$ cat src/rtl/uart_pkg.sv
// Shared UART transmit-scheduler types and constants.
package uart_pkg;

    localparam int unsigned UART_BYTE_W = 8;
    localparam int unsigned UART_WORD_W = 32;

    typedef enum logic [2:0] {
        S_IDLE,
        S_LOAD,
        S_FIRE,
        S_START,
        S_WAIT
    } txsched_state_t;

endpackage

$ cat src/rtl/uart_txsched_arb.sv
// Requester arbiter for uart_tx_sched: combinational winner select.
// UART_TXSCHED_RR_EN defined: round-robin with a rotating start pointer;
// otherwise fixed priority (lowest index wins) and no pointer register.
module uart_txsched_arb
    import uart_pkg::*;
#(
    parameter  int unsigned NREQ  = 3,
    localparam int unsigned IDX_W = $clog2(NREQ)
) (
`ifdef UART_TXSCHED_RR_EN
    input  logic             clk,
    input  logic             rst_n,
    input  logic             adv,
`endif
    input  logic [NREQ-1:0]  req_valid,
    output logic             any_c,
    output logic [IDX_W-1:0] win_idx_c,
    output logic [NREQ-1:0]  win_oh_c
);

    logic [IDX_W-1:0] start_idx;

`ifdef UART_TXSCHED_RR_EN
    logic [IDX_W-1:0] rr_ptr_q;
    logic [IDX_W-1:0] rr_ptr_d;

    assign start_idx = rr_ptr_q;

    // Advance the pointer past the winner on each grant, wrapping NREQ-1 -> 0
    always_comb begin
        rr_ptr_d = rr_ptr_q;
        if (adv) begin
            if (win_idx_c == IDX_W'(NREQ - 1)) begin
                rr_ptr_d = '0;
            end else begin
                rr_ptr_d = win_idx_c + IDX_W'(1);
            end
        end
    end

    // Pointer register
    always_ff @(posedge clk or negedge rst_n) begin
        if (!rst_n) begin
            rr_ptr_q <= '0;
        end else begin
            rr_ptr_q <= rr_ptr_d;
        end
    end
`else
    assign start_idx = '0;
`endif

    // First valid requester scanning upward from start_idx with wrap
    always_comb begin
        int unsigned idx;
        any_c     = 1'b0;
        win_idx_c = '0;
        win_oh_c  = '0;
        idx       = 0;
        for (int unsigned i = 0; i < NREQ; i++) begin
            idx = 32'(start_idx) + i;
            if (idx >= NREQ) begin
                idx = idx - NREQ;
            end
            if (!any_c && req_valid[IDX_W'(idx)]) begin
                any_c     = 1'b1;
                win_idx_c = IDX_W'(idx);
            end
        end
        if (any_c) begin
            win_oh_c[win_idx_c] = 1'b1;
        end
    end

endmodule

$ cat src/rtl/uart_tx_sched.sv
// Shares one UART transmitter among NREQ byte requesters: grant, load the
// transmit buffer, pulse trmt, then hold off until the UART reports done.
// Optional macro UART_TXSCHED_RR_EN selects round-robin arbitration.
module uart_tx_sched
    import uart_pkg::*;
#(
    parameter  int unsigned NREQ     = 3,
    parameter  int unsigned START_TO = 64,
    localparam int unsigned IDX_W    = $clog2(NREQ),
    localparam int unsigned TO_W     = (START_TO > 1) ? $clog2(START_TO) : 1
) (
    input  logic                        clk,
    input  logic                        rst_n,
    input  logic [NREQ-1:0]             req_valid,
    input  logic [UART_BYTE_W*NREQ-1:0] req_data,
    output logic [NREQ-1:0]             req_ready,
    output logic                        uart_data_we,
    output logic [UART_WORD_W-1:0]      uart_data_tx,
    output logic                        uart_trmt,
    input  logic                        uart_tx_done,
    output logic                        busy,
    output logic [IDX_W-1:0]            grant_id,
    output logic                        stall_err
);

    txsched_state_t         state_q, state_d;
    logic [UART_BYTE_W-1:0] byte_q, byte_d;
    logic [IDX_W-1:0]       grant_id_q, grant_id_d;
    logic                   stall_q, stall_d;
    logic [TO_W-1:0]        to_cnt_q, to_cnt_d;
    logic                   data_we_q, data_we_d;
    logic                   trmt_q, trmt_d;
    logic                   busy_q, busy_d;
    logic [NREQ-1:0]        req_ready_c;
    logic                   grant_c;

    logic                   any_c;
    logic [IDX_W-1:0]       win_idx_c;
    logic [NREQ-1:0]        win_oh_c;

    uart_txsched_arb #(
        .NREQ (NREQ)
    ) u_arb (
`ifdef UART_TXSCHED_RR_EN
        .clk       (clk),
        .rst_n     (rst_n),
        .adv       (grant_c),
`endif
        .req_valid (req_valid),
        .any_c     (any_c),
        .win_idx_c (win_idx_c),
        .win_oh_c  (win_oh_c)
    );

    // Next-state, capture and timeout logic; strobes are registered from state_d
    always_comb begin
        state_d     = state_q;
        byte_d      = byte_q;
        grant_id_d  = grant_id_q;
        stall_d     = stall_q;
        to_cnt_d    = to_cnt_q;
        req_ready_c = '0;
        grant_c     = 1'b0;

        case (state_q)
            S_IDLE: begin
                if (any_c) begin
                    req_ready_c = win_oh_c;
                    grant_c     = 1'b1;
                    grant_id_d  = win_idx_c;
                    for (int unsigned i = 0; i < NREQ; i++) begin
                        if (win_idx_c == IDX_W'(i)) begin
                            byte_d = req_data[i*UART_BYTE_W +: UART_BYTE_W];
                        end
                    end
                    state_d = S_LOAD;
                end
            end
            S_LOAD: begin
                state_d = S_FIRE;
            end
            S_FIRE: begin
                to_cnt_d = '0;
                state_d  = S_START;
            end
            S_START: begin
                // A leftover tx_done=1 from the previous frame is ignored until it falls
                if (!uart_tx_done) begin
                    state_d = S_WAIT;
                end else if (to_cnt_q == TO_W'(START_TO - 1)) begin
                    stall_d = 1'b1;
                    state_d = S_IDLE;
                end else if (to_cnt_q != '1) begin
                    to_cnt_d = to_cnt_q + TO_W'(1);
                end
            end
            S_WAIT: begin
                if (uart_tx_done) begin
                    state_d = S_IDLE;
                end
            end
            default: begin
                state_d = S_IDLE;
            end
        endcase

        data_we_d = (state_d == S_LOAD);
        trmt_d    = (state_d == S_FIRE);
        busy_d    = (state_d != S_IDLE);
    end

    // State and output registers
    always_ff @(posedge clk or negedge rst_n) begin
        if (!rst_n) begin
            state_q    <= S_IDLE;
            byte_q     <= '0;
            grant_id_q <= '0;
            stall_q    <= 1'b0;
            to_cnt_q   <= '0;
            data_we_q  <= 1'b0;
            trmt_q     <= 1'b0;
            busy_q     <= 1'b0;
        end else begin
            state_q    <= state_d;
            byte_q     <= byte_d;
            grant_id_q <= grant_id_d;
            stall_q    <= stall_d;
            to_cnt_q   <= to_cnt_d;
            data_we_q  <= data_we_d;
            trmt_q     <= trmt_d;
            busy_q     <= busy_d;
        end
    end

    assign req_ready    = req_ready_c;
    assign uart_data_we = data_we_q;
    assign uart_data_tx = {(UART_WORD_W - UART_BYTE_W)'(0), byte_q};
    assign uart_trmt    = trmt_q;
    assign busy         = busy_q;
    assign grant_id     = grant_id_q;
    assign stall_err    = stall_q;

endmodule

$ cat config.mk
export PLATFORM = sky130hd
export DESIGN_NAME = uart_tx_sched
export DESIGN_NICKNAME = d
export VERILOG_FILES = /design/src/rtl/uart_pkg.sv /design/src/rtl/uart_txsched_arb.sv /design/src/rtl/uart_tx_sched.sv
export SDC_FILE = /design/constraint.sdc
export NUM_CORES = 1
export LEC_CHECK = 0
export ABC_CLOCK_PERIOD_IN_PS = 1250
export BUFFER_PORTS_ARGS = -buffer_cell sky130_fd_sc_hd__buf_4
export CAP_MARGIN = 30
export CORE_ASPECT_RATIO = 0.5
export CORE_UTILIZATION = 42
export DETAILED_ROUTE_END_ITERATION = 8
export PLACE_DENSITY_LB_ADDON = 0.2
export SLEW_MARGIN = 40
export SYNTH_ARGS = -nofsm -noshare
export SYNTH_HDL_FRONTEND = slang
export SYNTH_SLANG_ARGS = --single-unit
$ cat constraint.sdc
create_clock -name clk -period 1.25 [get_ports clk]
set_input_delay 0 -clock clk [delete_from_list [all_inputs] [get_ports clk]]
set_output_delay 0 -clock clk [all_outputs]
set_load 0.03 [all_outputs]
==> impl_metrics.tcl <==
set metrics [dict create \
    setup-tns-final_ns -1.293 \
    yosys_warnings 0 \
    grt_max_degree 24 \
    cts.clk_slew.worst_paths_ns 0.08 \
    drive_above_1_share_pct 47.84 \
    fin_util_pct 61.90 \
    async_reset_ff_share_pct 100.0 \
    grtUsageTotal_pct 19.37 \
    die_w_um 88.27 \
    ant_nets 0 \
    syn_area_per_cell_sq_um 9.247 \
    min_period_ns 1.388 \
    hold_viol 0 \
    nFillCells 321 \
    drtIter0Drc 26 \
    cp_max_fo 5 \
    cp.required_ns 1.25 \
    dieArea_sq_um 3984 \
    synth_flop_cell "dfrtp_1" \
    cellLeakagePower_nw 1.039 \
    htreeDepth 1 \
    maxCapViolCount 0 \
    finalCritPeriodShare_pct 111.0 \
    dp_cells 269 \
    ys_top_cells_by_area "dfrtp_1, buf_4, or3b_1" \
    finClkSkew_ns 0.003427 \
    rr_startpoint "state_q[2]$_DFF_PN0_" \
    min-delay-start "req_valid[0]" \
    clock_latency_ns 0.26 \
    grt_pass1_wl_um 5809 \
    synth_edf_count 0 \
    final_cells 283 \
    cts_buffer_depth 2 \
    start_util_pct 44.77 \
    rows 15 \
    post-synth-top-count-cell "buf_4" \
    violations "negative setup slack" \
    cts.sinks 23 \
    num_vias 1434 \
    worstSetupEndpointType "primary output" \
    yosysSeqAreaShare_pct 36.83 \
    gr-total-overflow 0 \
    drv_slew 0 \
    io_pins 71 \
    syn_area_sq_um 1563 \
    area_growth_pct 38.27 \
    grt_pass1_vias 1292 \
    r2r_slack_ns -0.10 \
    cts_tree "yes" \
    cp_data_arrival_time_ns 1.39 \
    worstHoldEndpoint "grant_id[0]$_DFFE_PN0P_" \
    die_h_um 45.14 \
    synth_commonest_cells "buf_4, dfrtp_1, a21oi_1" \
    antenna_cells 0 \
    outcome "finished, violations left" \
    cts_root_buf "clkbuf_8" \
    core_area_sq_um 3491 \
    dr.pass1.iters 4 \
    worstReg2RegEnd "byte_q[5]$_DFFE_PN0P_" \
    max_freq_ghz 0.7206 \
    antenna_found_initial 0 \
    numCtsBuffers 3 \
    total_power_mw 4.147 \
    numPortBuffers 46 \
    hold_ws_ns 0.03278 \
    place_ws_ns -0.09376 \
    yosysTopAreaCell "dfrtp_1" \
    wirelength_um 3723 \
    ys_types 43 \
    wl_per_cell_um 13.16 \
    dp.final_hpwl_um 2513 \
    hold_depth 2 \
    finish.instance_area_sq_um 2161 \
    ir_worst_vdd_v 0.0007741 \
    fin_nets 264 \
    syn_inst 169 \
    start_kind "flip-flop" \
    ys_ff_latch 23 \
    worst_slack_ns -0.1378 \
    finalSetupViolCount 20 \
    synth_top_area_share_pct 36.83 \
    drc_errors 0 \
    placed_area_sq_um 1914 \
    power.density_nw_per_um2 1919 \
    worst-r2r-cell-count 4 \
    path_class "flip-flop to primary output" \
    hold_class "input pin to flip-flop" \
    avgViaCountPerCell 5.067 \
    gp_congestion 0.8250 \
    grt_setup_unrepaired "true" \
]
what timing repair did:
item	CTS	global route
endpoints found under the setup margin	19	22
hold buffers	2	0
resized for setup	12	20
setup buffers	5	3
endpoints found under the hold margin	24	0
pin swaps	2	6
cell type report:
type	count	area, sq um	share of cell area (%)
multi-input cells	129	882.1	40.82
inverters	4	15.01	0.6948
clock buffers	4	45.04	2.085
repair buffers	72	575.6	26.64
flip-flops and latches	23	579.3	26.81
well taps	51	63.81	2.953
worst max-delay path, stage by stage (launching register included):
cell	delay, ns
dfrtp_2	0.44
or3_4	0.42
nor2_2	0.12
buf_6	0.15
placed cells by master (no fill, tap or decap), drive strengths merged, types with 4 or more instances in the layout:
| cell | count |
|---|---|
| nand2 | 7 |
| o22ai | 8 |
| or2 | 8 |
| or3b | 9 |
| a21oi | 13 |
| dfrtp | 23 |
| nor3 | 4 |
| nor2 | 7 |
| conb | 24 |
| clkbuf | 4 |
| o31ai | 8 |
| o21ai | 12 |
| buf | 70 |
layer usage:
layer / part of all wire (%) / vias to the layer above / global-route usage [%]
met5: 0 / - / 0
met4: 0.73 / 0 / 5.161
met3: 4.5 / 2 / 3.839
met2: 53 / 51 / 35.69
met1: 42 / 701 / 23.69
li1: - / 680 / -
kinds of logic after synthesis:
kind of cell | after synthesis | synth area share (%)
other | 1 | 0.2400
AO/OA/AOI/OAI | 48 | 19.54
adder cells (fa/ha/maj) | 1 | 0.8005
multiplexers | 3 | 1.922
flip-flops | 23 | 36.83
AND/OR/NAND/NOR | 53 | 22.66
buffers and inverters | 40 | 18.01
worst max-delay path by stage:
stage / from / endpoint / slack, ns / cells past startpoint
after floorplan: state_q[1]$_DFF_PN0_ / byte_q[0]$_DFFE_PN0P_ / -0.06 / 5
after global placement: state_q[1]$_DFF_PN0_ / byte_q[7]$_DFFE_PN0P_ / -0.06 / 3
after detailed placement: state_q[1]$_DFF_PN0_ / byte_q[7]$_DFFE_PN0P_ / -0.09 / 3
after CTS: state_q[2]$_DFF_PN0_ / req_ready[1] / -0.13 / 4
after global routing: state_q[2]$_DFF_PN0_ / req_ready[0] / -0.19 / 3
final: state_q[2]$_DFF_PN0_ / req_ready[0] / -0.14 / 3
registers in the layout (all words and copies together) (netlist names):
| signal | cells |
|---|---|
| byte_q | 8 |
| to_cnt_q | 6 |
| state_q | 3 |
| grant_id | 2 |
| busy | 1 |
| stall_err | 1 |
| uart_data_we | 1 |
| uart_trmt | 1 |
power by group:
group | internal [mW] | switching (mW)
sequential | 1.02 | 0.205
clock | 0.227 | 0.235
combinational | 1.12 | 1.34
(Power assumes the default switching activity.)
